**src/rtl/rl02_pkg.sv**
```systemverilog
// rl02_pkg: shared RL02 header constants, FSM states and serial CRC-16 step
package rl02_pkg;
  localparam logic [15:0] RL02_CRC_POLY = 16'hA001;
  localparam int SECTOR_W = 6;
  localparam int HEAD_BIT = 6;
  localparam int CYL_LSB  = 7;
  localparam int CYL_W    = 9;
  typedef enum logic [1:0] {
    S_IDLE  = 2'd0,
    S_HUNT  = 2'd1,
    S_SHIFT = 2'd2,
    S_DONE  = 2'd3
  } state_t;
  function automatic logic [15:0] crc16_step(input logic [15:0] crc, input logic b);
    return (crc >> 1) ^ ((crc[0] ^ b) ? RL02_CRC_POLY : 16'h0000);
  endfunction
endpackage

```
**src/rtl/rl02_crc16_serial.sv**
```systemverilog
// rl02_crc16_serial: LSB-first serial CRC-16 (poly 0xA001)
// Ports: clk_in/rst_in (async active-low), clear loads INIT, en advances one bit, crc = register.
module rl02_crc16_serial
  import rl02_pkg::*;
#(
  parameter logic [15:0] INIT = 16'h0000
) (
  input  logic        clk_in,
  input  logic        rst_in,
  input  logic        clear,
  input  logic        en,
  input  logic        bit_in,
  output logic [15:0] crc
);
  logic [15:0] r_crc;
  always_ff @(posedge clk_in or negedge rst_in) begin
    if (!rst_in) r_crc <= 16'h0000;
    else if (clear) r_crc <= INIT;
    else if (en) r_crc <= crc16_step(r_crc, bit_in);
  end
  assign crc = r_crc;
endmodule

```
**src/rtl/rl02_header_deser.sv**
```systemverilog
// rl02_header_deser: RL02 sector header sync hunt, 48-bit deserializer and CRC check
// Ports: clk_in/rst_in (async active-low); bit_in/bit_valid_in decoded bit stream;
// sector_in raw active-low sector pulse; busy_out, hdr_valid_out/hdr_err_out pulses,
// crc_ok_out and cyl/head/sector fields held from the last captured header.
module rl02_header_deser
  import rl02_pkg::*;
#(
  parameter int          PREAMBLE_MIN = 16,
  parameter int          HUNT_TIMEOUT = 1024,
  parameter logic [15:0] CRC_INIT     = 16'h0000
) (
  input  logic             clk_in,
  input  logic             rst_in,
  input  logic             bit_in,
  input  logic             bit_valid_in,
  input  logic             sector_in,
  output logic             busy_out,
  output logic             hdr_valid_out,
  output logic             crc_ok_out,
  output logic             hdr_err_out,
  output logic [CYL_W-1:0] cyl_out,
  output logic             head_out,
  output logic [SECTOR_W-1:0] sector_out
);
  localparam int ZW = $clog2(PREAMBLE_MIN + 1);
  localparam int TW = $clog2(HUNT_TIMEOUT + 1);
  localparam logic [ZW-1:0] ZMAX  = ZW'(PREAMBLE_MIN);
  localparam logic [TW-1:0] TLAST = TW'(HUNT_TIMEOUT - 1);
  state_t r_state, w_next;
  logic r_sec_s1, r_sec_s2, r_sec_d;
  logic [ZW-1:0] r_zero_cnt;
  logic [TW-1:0] r_strobe_cnt;
  logic [5:0] r_bit_cnt;
  logic [47:0] r_sr;
  logic r_hdr_valid, r_hdr_err, r_crc_ok, r_head;
  logic [CYL_W-1:0] r_cyl;
  logic [SECTOR_W-1:0] r_sector;
  logic w_start, w_hunt_clr, w_sync, w_timeout, w_shift, w_done, w_crc_match;
  logic [15:0] w_crc;
  // Sector pulse is asynchronous; preset high so reset release never looks like an edge.
  always_ff @(posedge clk_in or negedge rst_in) begin
    if (!rst_in) {r_sec_s1, r_sec_s2, r_sec_d} <= 3'b111;
    else {r_sec_s1, r_sec_s2, r_sec_d} <= {sector_in, r_sec_s1, r_sec_s2};
  end
  assign w_start = r_sec_d & ~r_sec_s2;
  always_ff @(posedge clk_in or negedge rst_in) begin
    if (!rst_in) r_state <= S_IDLE;
    else r_state <= w_next;
  end
  // A new sector edge always wins: it aborts HUNT/SHIFT and re-arms the hunt.
  always_comb begin
    w_next     = r_state;
    w_hunt_clr = 1'b0;
    w_sync     = 1'b0;
    w_timeout  = 1'b0;
    w_shift    = 1'b0;
    case (r_state)
      S_IDLE: if (w_start) begin
        w_next     = S_HUNT;
        w_hunt_clr = 1'b1;
      end
      S_HUNT: if (w_start) w_hunt_clr = 1'b1;
        else if (bit_valid_in) begin
          if (bit_in && r_zero_cnt >= ZMAX) begin
            w_sync = 1'b1;
            w_next = S_SHIFT;
          end else if (r_strobe_cnt == TLAST) begin
            w_timeout = 1'b1;
            w_next    = S_IDLE;
          end
        end
      S_SHIFT: if (w_start) begin
        w_next     = S_HUNT;
        w_hunt_clr = 1'b1;
      end else if (bit_valid_in) begin
        w_shift = 1'b1;
        w_next  = (r_bit_cnt == 6'd47) ? S_DONE : S_SHIFT;
      end
      S_DONE: begin
        w_next     = w_start ? S_HUNT : S_IDLE;
        w_hunt_clr = w_start;
      end
      default: w_next = S_IDLE;
    endcase
  end
  assign w_done      = (r_state == S_DONE);
  assign w_crc_match = (r_sr[47:32] == w_crc);
  rl02_crc16_serial #(.INIT(CRC_INIT)) u_crc (
    .clk_in (clk_in),
    .rst_in (rst_in),
    .clear  (w_sync | w_hunt_clr),
    .en     (w_shift & (r_bit_cnt < 6'd32)),
    .bit_in (bit_in),
    .crc    (w_crc)
  );
  always_ff @(posedge clk_in or negedge rst_in) begin
    if (!rst_in) begin
      r_zero_cnt   <= '0;
      r_strobe_cnt <= '0;
      r_bit_cnt    <= '0;
      r_sr         <= '0;
      r_hdr_valid  <= 1'b0;
      r_hdr_err    <= 1'b0;
      r_crc_ok     <= 1'b0;
      r_cyl        <= '0;
      r_head       <= 1'b0;
      r_sector     <= '0;
    end else begin
      if (w_hunt_clr) begin
        r_zero_cnt   <= '0;
        r_strobe_cnt <= '0;
      end else if (r_state == S_HUNT && bit_valid_in) begin
        r_strobe_cnt <= r_strobe_cnt + 1'b1;
        r_zero_cnt   <= bit_in ? '0 : (r_zero_cnt == ZMAX ? ZMAX : r_zero_cnt + 1'b1);
      end
      if (w_sync) r_bit_cnt <= '0;
      else if (w_shift) r_bit_cnt <= r_bit_cnt + 1'b1;
      // Right shift: the first received bit ends up at bit 0 (word1 LSB).
      if (w_shift) r_sr <= {bit_in, r_sr[47:1]};
      r_hdr_valid <= w_done;
      r_hdr_err   <= w_timeout | (w_done & ~w_crc_match);
      if (w_done) begin
        r_crc_ok <= w_crc_match;
        r_cyl    <= r_sr[CYL_LSB +: CYL_W];
        r_head   <= r_sr[HEAD_BIT];
        r_sector <= r_sr[SECTOR_W-1:0];
      end
    end
  end
  assign busy_out      = (r_state == S_HUNT) || (r_state == S_SHIFT);
  assign hdr_valid_out = r_hdr_valid;
  assign hdr_err_out   = r_hdr_err;
  assign crc_ok_out    = r_crc_ok;
  assign cyl_out       = r_cyl;
  assign head_out      = r_head;
  assign sector_out    = r_sector;
endmodule

```
**config.mk**
```make
export PLATFORM = sky130hd
export DESIGN_NAME = rl02_header_deser
export DESIGN_NICKNAME = d
export VERILOG_FILES = /design/src/rtl/rl02_pkg.sv /design/src/rtl/rl02_crc16_serial.sv /design/src/rtl/rl02_header_deser.sv
export SDC_FILE = /design/constraint.sdc
export NUM_CORES = 1
export LEC_CHECK = 0
export ABC_AREA = 0
export CAP_MARGIN = 20
export CORE_MARGIN = 2
export CORE_UTILIZATION = 30
export CTS_BUF_LIST = sky130_fd_sc_hd__clkbuf_2 sky130_fd_sc_hd__clkbuf_4 sky130_fd_sc_hd__clkbuf_8
export DETAILED_ROUTE_END_ITERATION = 7
export GPL_TIMING_DRIVEN = 0
export PLACE_DENSITY_LB_ADDON = 0.25
export SLEW_MARGIN = 25
export SYNTH_ARGS = -nofsm -noshare
export SYNTH_HDL_FRONTEND = slang
export SYNTH_SLANG_ARGS = --single-unit
```
**constraint.sdc**
```tcl
create_clock -name clk_in -period 4.65 [get_ports clk_in]
set_input_delay 0.6975 -clock clk_in [delete_from_list [all_inputs] [get_ports clk_in]]
set_output_delay 0.6975 -clock clk_in [all_outputs]
set_load 0.03 [all_outputs]
```
; Word-level counts from Yosys, hierarchy flattened
; Index checks and enable logic that the tools add are counted.
[totals]
regBits = 110
output_inout_bits = 20
word_cells = 85
[classes]
n_addsub = 3
magnitude_cmp = 2
n_eq_ne = 12
muxes = 35
bitwise = 9
reduce_logical = 9
[op_table]
columns = op, count
row1 = 16-bit 2-to-1 mux, 3
row2 = 11-bit 2-to-1 mux, 2
row3 = 5-bit 2-to-1 mux, 4
row4 = 16-bit == test, 1
row5 = 15-bit by 16-bit bitwise XOR with 16-bit output, 1
row6 = 1-bit 2-to-1 mux, 15
row7 = 2-bit 2-to-1 mux, 7
row8 = 6-bit 2-to-1 mux, 2
row9 = "11-bit by 1-bit adder with 11-bit output, second input constant", 1
row10 = "11-bit by 10-bit == test with 1-bit output, second input constant", 1
row11 = 2-bit one-hot mux with 4 select lines, 1
row12 = "6-bit by 1-bit adder with 6-bit output, second input constant", 1
row13 = "6-bit == test, second input constant", 1
row14 = "6-bit < comparator, second input constant", 1
row15 = "2-bit != test, second input constant", 3
row16 = "3-bit != test, second input constant", 2
row17 = 2-bit nonzero test, 3
row18 = "5-bit by 1-bit adder with 5-bit output, second input constant", 1
row19 = "5-bit == test, second input constant", 1
row20 = "5-bit greater-or-equal comparator, second input constant", 1
row21 = 5-bit AND reduction, 1
row22 = "2-bit == test, second input constant", 2
row23 = 1-bit AND, 3
row24 = 3-bit OR reduction, 1
row25 = other kinds (8), 11

; Longest topological paths before layout
; Gate-level depths: netlist of the first run.
[depth]
depth_word = 8
ltp_mapped = 8
mapped_depth_nobuf = 6

; By module
; Synthesis of the first run repeated with hierarchy kept, for this count alone.
[unflattened]
hier_cells = 373
hier_area_um2 = 4772.1
[modules_own_cells]
columns = module, n_inst, cells_per_inst, area_each_um2, seq_area_each_um2
row1 = rl02_header_deser, 1, 314, 4075.2, 2356.0
row2 = rl02_crc16_serial, 1, 59, 696.9, 400.4

; Worst setup path after synthesis of the first run
; OpenSTA, ideal clock, no wires.
[synth_path]
path_type = input-to-reg
startpoint = in bit_valid_in
endpoint = reg r_zero_cnt[4]
arrival_ps = 1621
t_required_ps = 4573
slack_ps = 2952
stages = 4
cell_sequence = buf_2 > nand2_2 > or4_1 > a21oi_1
[synth_between]
elab_chain_cells = 2
[synth_rtl]
columns = element, line
row1 = start: declaration, rl02_header_deser.sv:15  ; input logic bit_valid_in,
row2 = 1-bit logical AND, rl02_header_deser.sv:112  ; end else if (r_state == S_HUNT && bit_valid_in) begin
row3 = 2-bit nonzero test (no line), -
row4 = end signal: assignment, rl02_header_deser.sv:114  ; r_zero_cnt <= bit_in ? '0 : (r_zero_cnt == ZMAX ? ZMAX : r_zero_cnt + 1'b1);
row5 = end: declaration, rl02_header_deser.sv:31  ; logic [ZW-1:0] r_zero_cnt;
; Every way passes these cells.
; A chain may end at the register's enable or synchronous reset.

; Worst setup path in the final report of the first run
[layout_path]
startpoint = reg r_state[0]
endpoint = out busy_out
[layout_between]
elab_chain_cells = 2
[layout_rtl]
columns = element, line
row1 = start: declaration, rl02_header_deser.sv:29  ; state_t r_state, w_next;
row2 = start signal: assignment, rl02_header_deser.sv:48  ; else r_state <= w_next;
row3 = 2-bit by 1-bit == test with 1-bit output / 2-bit == test (equally long branches), rl02_header_deser.sv:130  ; assign busy_out = (r_state == S_HUNT) || (r_state == S_SHIFT);
row4 = 1-bit logical OR (*), rl02_header_deser.sv:130
row5 = end: declaration, rl02_header_deser.sv:17  ; output logic busy_out,
; Mark *: on every way between the ends. The rest lies on a longest branch, timed or not.

==> out/qor.log, run 1 <==
INFO  run_status     result_of_the_run=completed
INFO  route          wl_per_cell=13.3µm
INFO  sta            worst-slew-pin-transition=0.718ns
INFO  setup_path     setup.worst_path.start_class=flip-flop
INFO  layout         design_area=5600µm²
INFO  power          total_leakage_power=2.85nW
INFO  layout         drive_gt1_share=27.4%
INFO  placed_design  place.port_buffers=23
INFO  die            start_util=30.6%
INFO  grt            first_pass_grt_wire_length=14.5mm
INFO  cts            cts_sinks=110
INFO  cts            cts_htree_levels=3
INFO  grt            antenna_found_initial=0
INFO  placed_design  placed_cell_area=5380µm²
INFO  cts            post_cts_hold_buffer_count=0
INFO  route          first_pass_iters=4
INFO  cts            clock_tree.buffer_depth=2
INFO  die            die_area=17200µm²
INFO  layout         mostFrequentLayoutCell=dfrtp_1
INFO  layout         area_growth_syn_to_layout=15.6%
INFO  logic_synthesis synth_fp_nets=386
INFO  flow_run       max_cap_viol_count=0
INFO  route          drt_first_iter_violations=114
INFO  route          route.final.wire_length=8.35mm
INFO  placed_design  gp_congestion=0.723
INFO  cts            post_cts_repair_setup_buffers=0
INFO  setup_path     timing.critical_path.fanout_max=4
INFO  die            num_io_pins=25
INFO  setup_path     r2r-start=r_state[1]
INFO  sta            timing.final.max_slew_violations=0
INFO  placed_design  post-dp-hpwl=5.77mm
INFO  setup_path     r2r_setup_slack=2.71ns
INFO  logic_synthesis ys_ff_latch=110
INFO  sta            setup_violations=0
INFO  layout         nets=421
INFO  sta            slew_headroom=51.7%
INFO  logic_synthesis synthCells=373
INFO  sta            fin_setup_tns=0ns
INFO  logic_synthesis postSynthAreaPerCell=13.0µm²
INFO  sta            fmax=397MHz
INFO  setup_path     kind_of_end_point_of_the_critical_path=output port
INFO  cts            worst_skew_pair_later_pin_latency=0.39ns
INFO  setup_path     cp_slowest_stage_delay=0.67ns
INFO  setup_path     timing.critical_path.arrival=1.82ns
INFO  setup_path     timing.critical_path.slowest_stage_cell=clkdlybuf4s50_1
INFO  grt            leftover_overflow_at_the_end_of_global_routing=0
INFO  cts            tritoncts.num_buffers=9
INFO  setup_path     worst_setup_path_startpoint=r_state[0]
INFO  logic_synthesis syn_area=4850µm²
INFO  die            num_rows=46
INFO  logic_synthesis ys_seq_area_share=56.9%
INFO  worst_hold_path hold_path.class=in2async
INFO  cts            master_cell_of_the_clock_root_buffer=clkbuf_8
INFO  layout         final_cell_mix=107 x dfrtp_1, 64 x mux2_2, 34 x nor2_1
INFO  die            die_height=131µm
INFO  power          irDropWorstVdd=0.175mV
INFO  power          cell_pwr_density=324nW/µm²
INFO  cts            cts_resized=0
INFO  sta            final_worst_path_period_share=54.2%
INFO  sta            final.min_clock_period=2.52ns
INFO  cts            tritoncts_clock_tree=built
INFO  logic_synthesis warning_count_from_the_yosys_run=0
INFO  sta            setup_repair_after_global_routing_missed_its_margin=no
INFO  sta            worst_clock_skew_on_the_final_layout=0.0173ns
INFO  route          drt-vias-per-instance=4.49
INFO  logic_synthesis synth_cell_types=45
INFO  grt            grt.total_usage=10.6%
INFO  setup_path     worstPathCellList=inv_1, ha_1, clkdlybuf4s50_1
INFO  cts            cts.reportedPaths.clkPinSlew=0.11ns
INFO  layout         n_antenna_cell=0
INFO  power          post-layout-total-power=0.00181W
INFO  die            fp.coreArea=15800µm²
INFO  route          route.detailed.drc=0
INFO  route          drt.antenna.violating_nets=0
INFO  setup_path     kind_of_critical_path=reg2out
INFO  grt            largest_net_degree_at_the_start_of_global_routing=69
INFO  sta            timing_hold_violations_final=0
INFO  die            die_span_x=131µm
INFO  setup_path     worst_ep_required_time=3.95ns
INFO  route          via_count=2824
INFO  grt            grt_pass1_vias=2870
==> cell type report <==
type | instances | area, µm²
Inverter | 7 | 26.3
Multi-Input combinational cell | 239 | 1950
Timing Repair Buffer | 24 | 259
Clock buffer | 11 | 145
Buffer | 17 | 115
Sequential cell | 110 | 2760
Fill cell | 1555 | 10200
Clock inverter | 5 | 81.3
Tap cell | 216 | 270
==> worst max-delay path, delay by kind of cell (launching register included) <==
kind | cells | cell delay, ns
buf+inv | 2 | 0.75
flops | 1 | 0.40
fa+ha+maj | 1 | 0.29
==> layer usage <==
layer | up-vias | share of wire, % | global-route usage [%]
met5 | - | 0 | 0
met2 | 24 | 48 | 16.7
met1 | 1435 | 47 | 13.6
li1 | 1357 | - | -
met4 | 0 | 1.7 | 3.99
met3 | 8 | 3.2 | 3.40
==> cells in the mapped netlist (all sizes together) <==
cell type	n	share of area (%)
dfstp	3	1.6
nand3	4	0.52
and3	3	0.39
mux2	66	15
o22ai	1	0.13
nand4b	1	0.49
nor3	6	0.72
ha	8	2.1
nand4	6	1.1
o21ai	6	0.70
nor2	34	2.6
nand3b	3	0.46
nand2	18	1.4
nand2b	1	0.18
or4	1	0.15
a32oi	1	0.18
and2	1	0.13
mux2i	17	3.5
nor2b	1	0.13
dfrtp	107	55
nor3b	1	0.15
o21bai	1	0.15
xor2	22	4.0
inv	7	0.54
a22o	1	0.18
a311oi	1	0.18
a31oi	2	0.26
and4bb	1	0.26
or2	2	0.26
xnor2	11	2.0
or3	2	0.26
a21oi	10	1.0
nor4	7	1.3
buf	17	2.4
==> metrics by stage <==
step	std cells	setup slack (ns)	hold slack [ns]	utilization, %
finish	629	2.13	0.221	35.4
global route	629	2.05	0.220	35.4
CTS	629	2.09	0.214	35.4
detailed placement	613	2.40	0.349	34.0
global placement	612	-1.43	0.348	33.8
floorplan	373	2.95	0.345	-
==> final timing paths <==
kind	end	cells after the start
min reg2reg	r_sec_s2	0
max reg2reg	r_bit_cnt[4]	5
max in group asynchronous	r_sec_s1	2
max	busy_out	3
min in group clk_in	r_sec_s2	0
min	r_sr[43]	1
==> sequential cells by signal, indices dropped and copies added, names as in the netlist, 2 cells and up <==
register      flops
r_zero_cnt        5
r_strobe_cnt     11
r_state           2
r_bit_cnt         6
cyl_out           9
u_crc.crc        16
r_sr             48
sector_out        6
==> cell families after synthesis <==
family,share of synthesized area (%)
buffers and inverters,2.92
DFF,56.9
AOI/OAI and AO/OA,2.81
adders and majority gates,2.06
xor gates and xnor gates,5.96
muxes,18.8
and+or+nand+nor,10.6
==> power breakdown <==
part           total (W)  leakage (nW)  internal, W  switching (W)
Sequential      0.000998          1.52     0.000977      0.0000216
Combinational   0.000167          1.22    0.0000634       0.000104
Clock           0.000647         0.113     0.000325       0.000322
Total            0.00181          2.85      0.00137       0.000448
Note: power is estimated with default switching activity, not from simulation.
==> run 2, diff against run 1 <==
==> constraint.sdc (replaced) <==
create_clock -name clk_in -period 2.55 [get_ports clk_in]
set_input_delay 0.3825 -clock clk_in [delete_from_list [all_inputs] [get_ports clk_in]]
set_output_delay 0.3825 -clock clk_in [all_outputs]
set_load 0.03 [all_outputs]
==> out/qor.log, run 2 (synthesis results as in run 1) <==
INFO  cts            cts_htree_levels=3
INFO  sta            fmax=453MHz
INFO  worst_hold_path hold_path.startpoint=r_sec_s1
INFO  die            die_span_x=131µm
INFO  power          clkPwrFrac=35.7%
INFO  layout         n_antenna_cell=0
INFO  route          route.detailed.drc=0
INFO  grt            grt_most_used_layer=met2
INFO  die            die_height=131µm
INFO  grt            antenna_found_initial=0
INFO  power          cell_pwr_density=589nW/µm²
INFO  route          wl_per_cell=13.3µm
INFO  grt            grt.total_usage=10.6%
INFO  cts            worst_skew_pair_later_pin_latency=0.39ns
INFO  grt            gr-usage-met2=16.7%
INFO  die            fp.coreArea=15800µm²
INFO  grt            first_pass_grt_wire_length=14.5mm
INFO  sta            setup_violations=0
INFO  cts            cts_sinks=110
INFO  layout         top_register=r_sr
INFO  flow_run       max_cap_viol_count=0
INFO  layout         area_growth_syn_to_layout=15.8%
INFO  power          p_int=0.00249W
INFO  layout         drive_gt1_share=27.3%
INFO  run_status     result_of_the_run=completed
INFO  power          p_switching=0.000817W
INFO  sta            holdWs=0.361ns
INFO  route          route.final.wire_length=8.35mm
INFO  grt            largest_net_degree_at_the_start_of_global_routing=69
INFO  cts            tritoncts_clock_tree=built
INFO  placed_design  gp_congestion=0.723
INFO  sta            slew_headroom=51.7%
INFO  power          switching_portion_of_total_power=24.7%
INFO  sta            final.min_clock_period=2.21ns
INFO  layout         mostFrequentLayoutCell=dfrtp_1
INFO  setup_path     timing.critical_path.arrival=1.82ns
INFO  route          drt-vias-per-instance=4.49
INFO  cts            clock_tree.buffer_depth=2
INFO  cts            master_cell_of_the_clock_root_buffer=clkbuf_8
INFO  sta            worst-slew-pin-transition=0.718ns
INFO  setup_path     worstPathCellList=inv_1, ha_1, clkdlybuf4s50_1
INFO  die            die_area=17200µm²
INFO  grt            grt_pass1_vias=2864
INFO  grt            grt.met3_usage=3.40%
INFO  placed_design  post-dp-hpwl=5.77mm
INFO  route          first_pass_iters=4
INFO  die            start_util=30.6%
INFO  sta            timing_hold_violations_final=0
INFO  sta            timing.final.max_slew_violations=0
INFO  layout         final_cell_mix=107 x dfrtp_1, 64 x mux2_2, 34 x nor2_1
INFO  worst_hold_path hold_path.class=reg2reg
INFO  setup_path     worst_ep_required_time=2.17ns
INFO  setup_path     worst_setup_path_startpoint=r_state[0]
INFO  setup_path     cp_slowest_stage_delay=0.67ns
INFO  sta            worst_clock_skew_on_the_final_layout=0.0172ns
INFO  route          drt_first_iter_violations=120
INFO  layout         nets=422
INFO  setup_path     r2r-start=r_state[1]
INFO  power          power_frac_seq=55.0%
INFO  setup_path     timing.critical_path.fanout_max=4
INFO  cts            cts.reportedPaths.clkPinSlew=0.10ns
INFO  power          irDropWorstVdd=0.319mV
INFO  layout         final_core_utilization=35.5%
INFO  setup_path     kind_of_end_point_of_the_critical_path=output port
INFO  layout         largest_register_ffs=48
INFO  grt            grt_use_met1=13.6%
INFO  cts            tritoncts.num_buffers=9
INFO  die            num_rows=46
INFO  route          drt.antenna.violating_nets=0
INFO  power          combinational_cell_fraction_of_total_power=9.3%
INFO  cts            cts_resized=0
INFO  setup_path     setup.worst_path.start_class=flip-flop
INFO  setup_path     kind_of_critical_path=reg2out
INFO  route          via_count=2828
INFO  power          total_leakage_power=2.86nW
INFO  sta            setup_repair_after_global_routing_missed_its_margin=no
INFO  grt            leftover_overflow_at_the_end_of_global_routing=0
INFO  placed_design  place.port_buffers=23
INFO  setup_path     timing.critical_path.slowest_stage_cell=clkdlybuf4s50_1
INFO  sta            final_worst_path_period_share=86.5%
INFO  die            num_io_pins=25
==> run 2: final cells by class <==
cell class	count	area [µm²]
fillers	1555	10200
flip-flops and latches	110	2760
multi-input cells	239	1950
well taps	216	270
repair buffers	25	269
clock buffers	11	145
plain buffers	17	115
clock inverters	5	81.3
inverters	7	26.3
==> run 2: final timing paths <==
kind | end | slack, ns | cells past startpoint
max in group asynchronous | r_sec_s1 | 1.36 | 3
max reg2reg | r_bit_cnt[4] | 0.61 | 5
min in group asynchronous | r_sr[43] | 0.47 | 2
max | busy_out | 0.34 | 3
min | r_sec_s2 | 0.36 | 0
min reg2reg | r_sec_s2 | 0.36 | 0
==> run 2: worst max-delay path: cells and delay by family, from the launching register on <==
| family | cells | cell delay [ns] |
|---|---|---|
| buffers and inverters | 2 | 0.75 |
| adders and majority gates | 1 | 0.29 |
| DFF | 1 | 0.40 |
==> run 2: what timing repair did <==
| item | 4_1_cts | 5_1_grt |
|---|---|---|
| setup buffers | 0 | 0 |
| endpoints found under the hold margin | 42 | 0 |
| hold buffers | 1 | 0 |
==> run 2: power groups by stage <==
stage	Clock (W)	Sequential [W]	Combinational [W]
after floorplan	0	0.00185	0.000204
after global placement	0	0.00186	0.000300
after detailed placement	0	0.00186	0.000310
after CTS	0.00124	0.00182	0.000314
after global routing	0.00130	0.00183	0.000347
final	0.00118	0.00182	0.000306
==> run 2: through the flow <==
step | TNS [ns] | setup slack, ns | instances | instance area [µm²] | total power, W
after floorplan | 0 | 0.896 | 373 | 4850 | 0.00205
after global placement | -348.11 | -3.21 | 612 | 5350 | 0.00216
after detailed placement | 0 | 0.586 | 613 | 5380 | 0.00217
after CTS | 0 | 0.308 | 630 | 5610 | 0.00337
after global routing | 0 | 0.264 | 630 | 5610 | 0.00348
final | 0 | 0.343 | 630 | 5610 | 0.00331
==> run 2: layer usage <==
layer | vias to the layer above | part of all wire (%)
li1 | 1357 | -
met1 | 1439 | 47
met2 | 24 | 48
met3 | 8 | 3.2
met4 | 0 | 1.7
met5 | - | 0
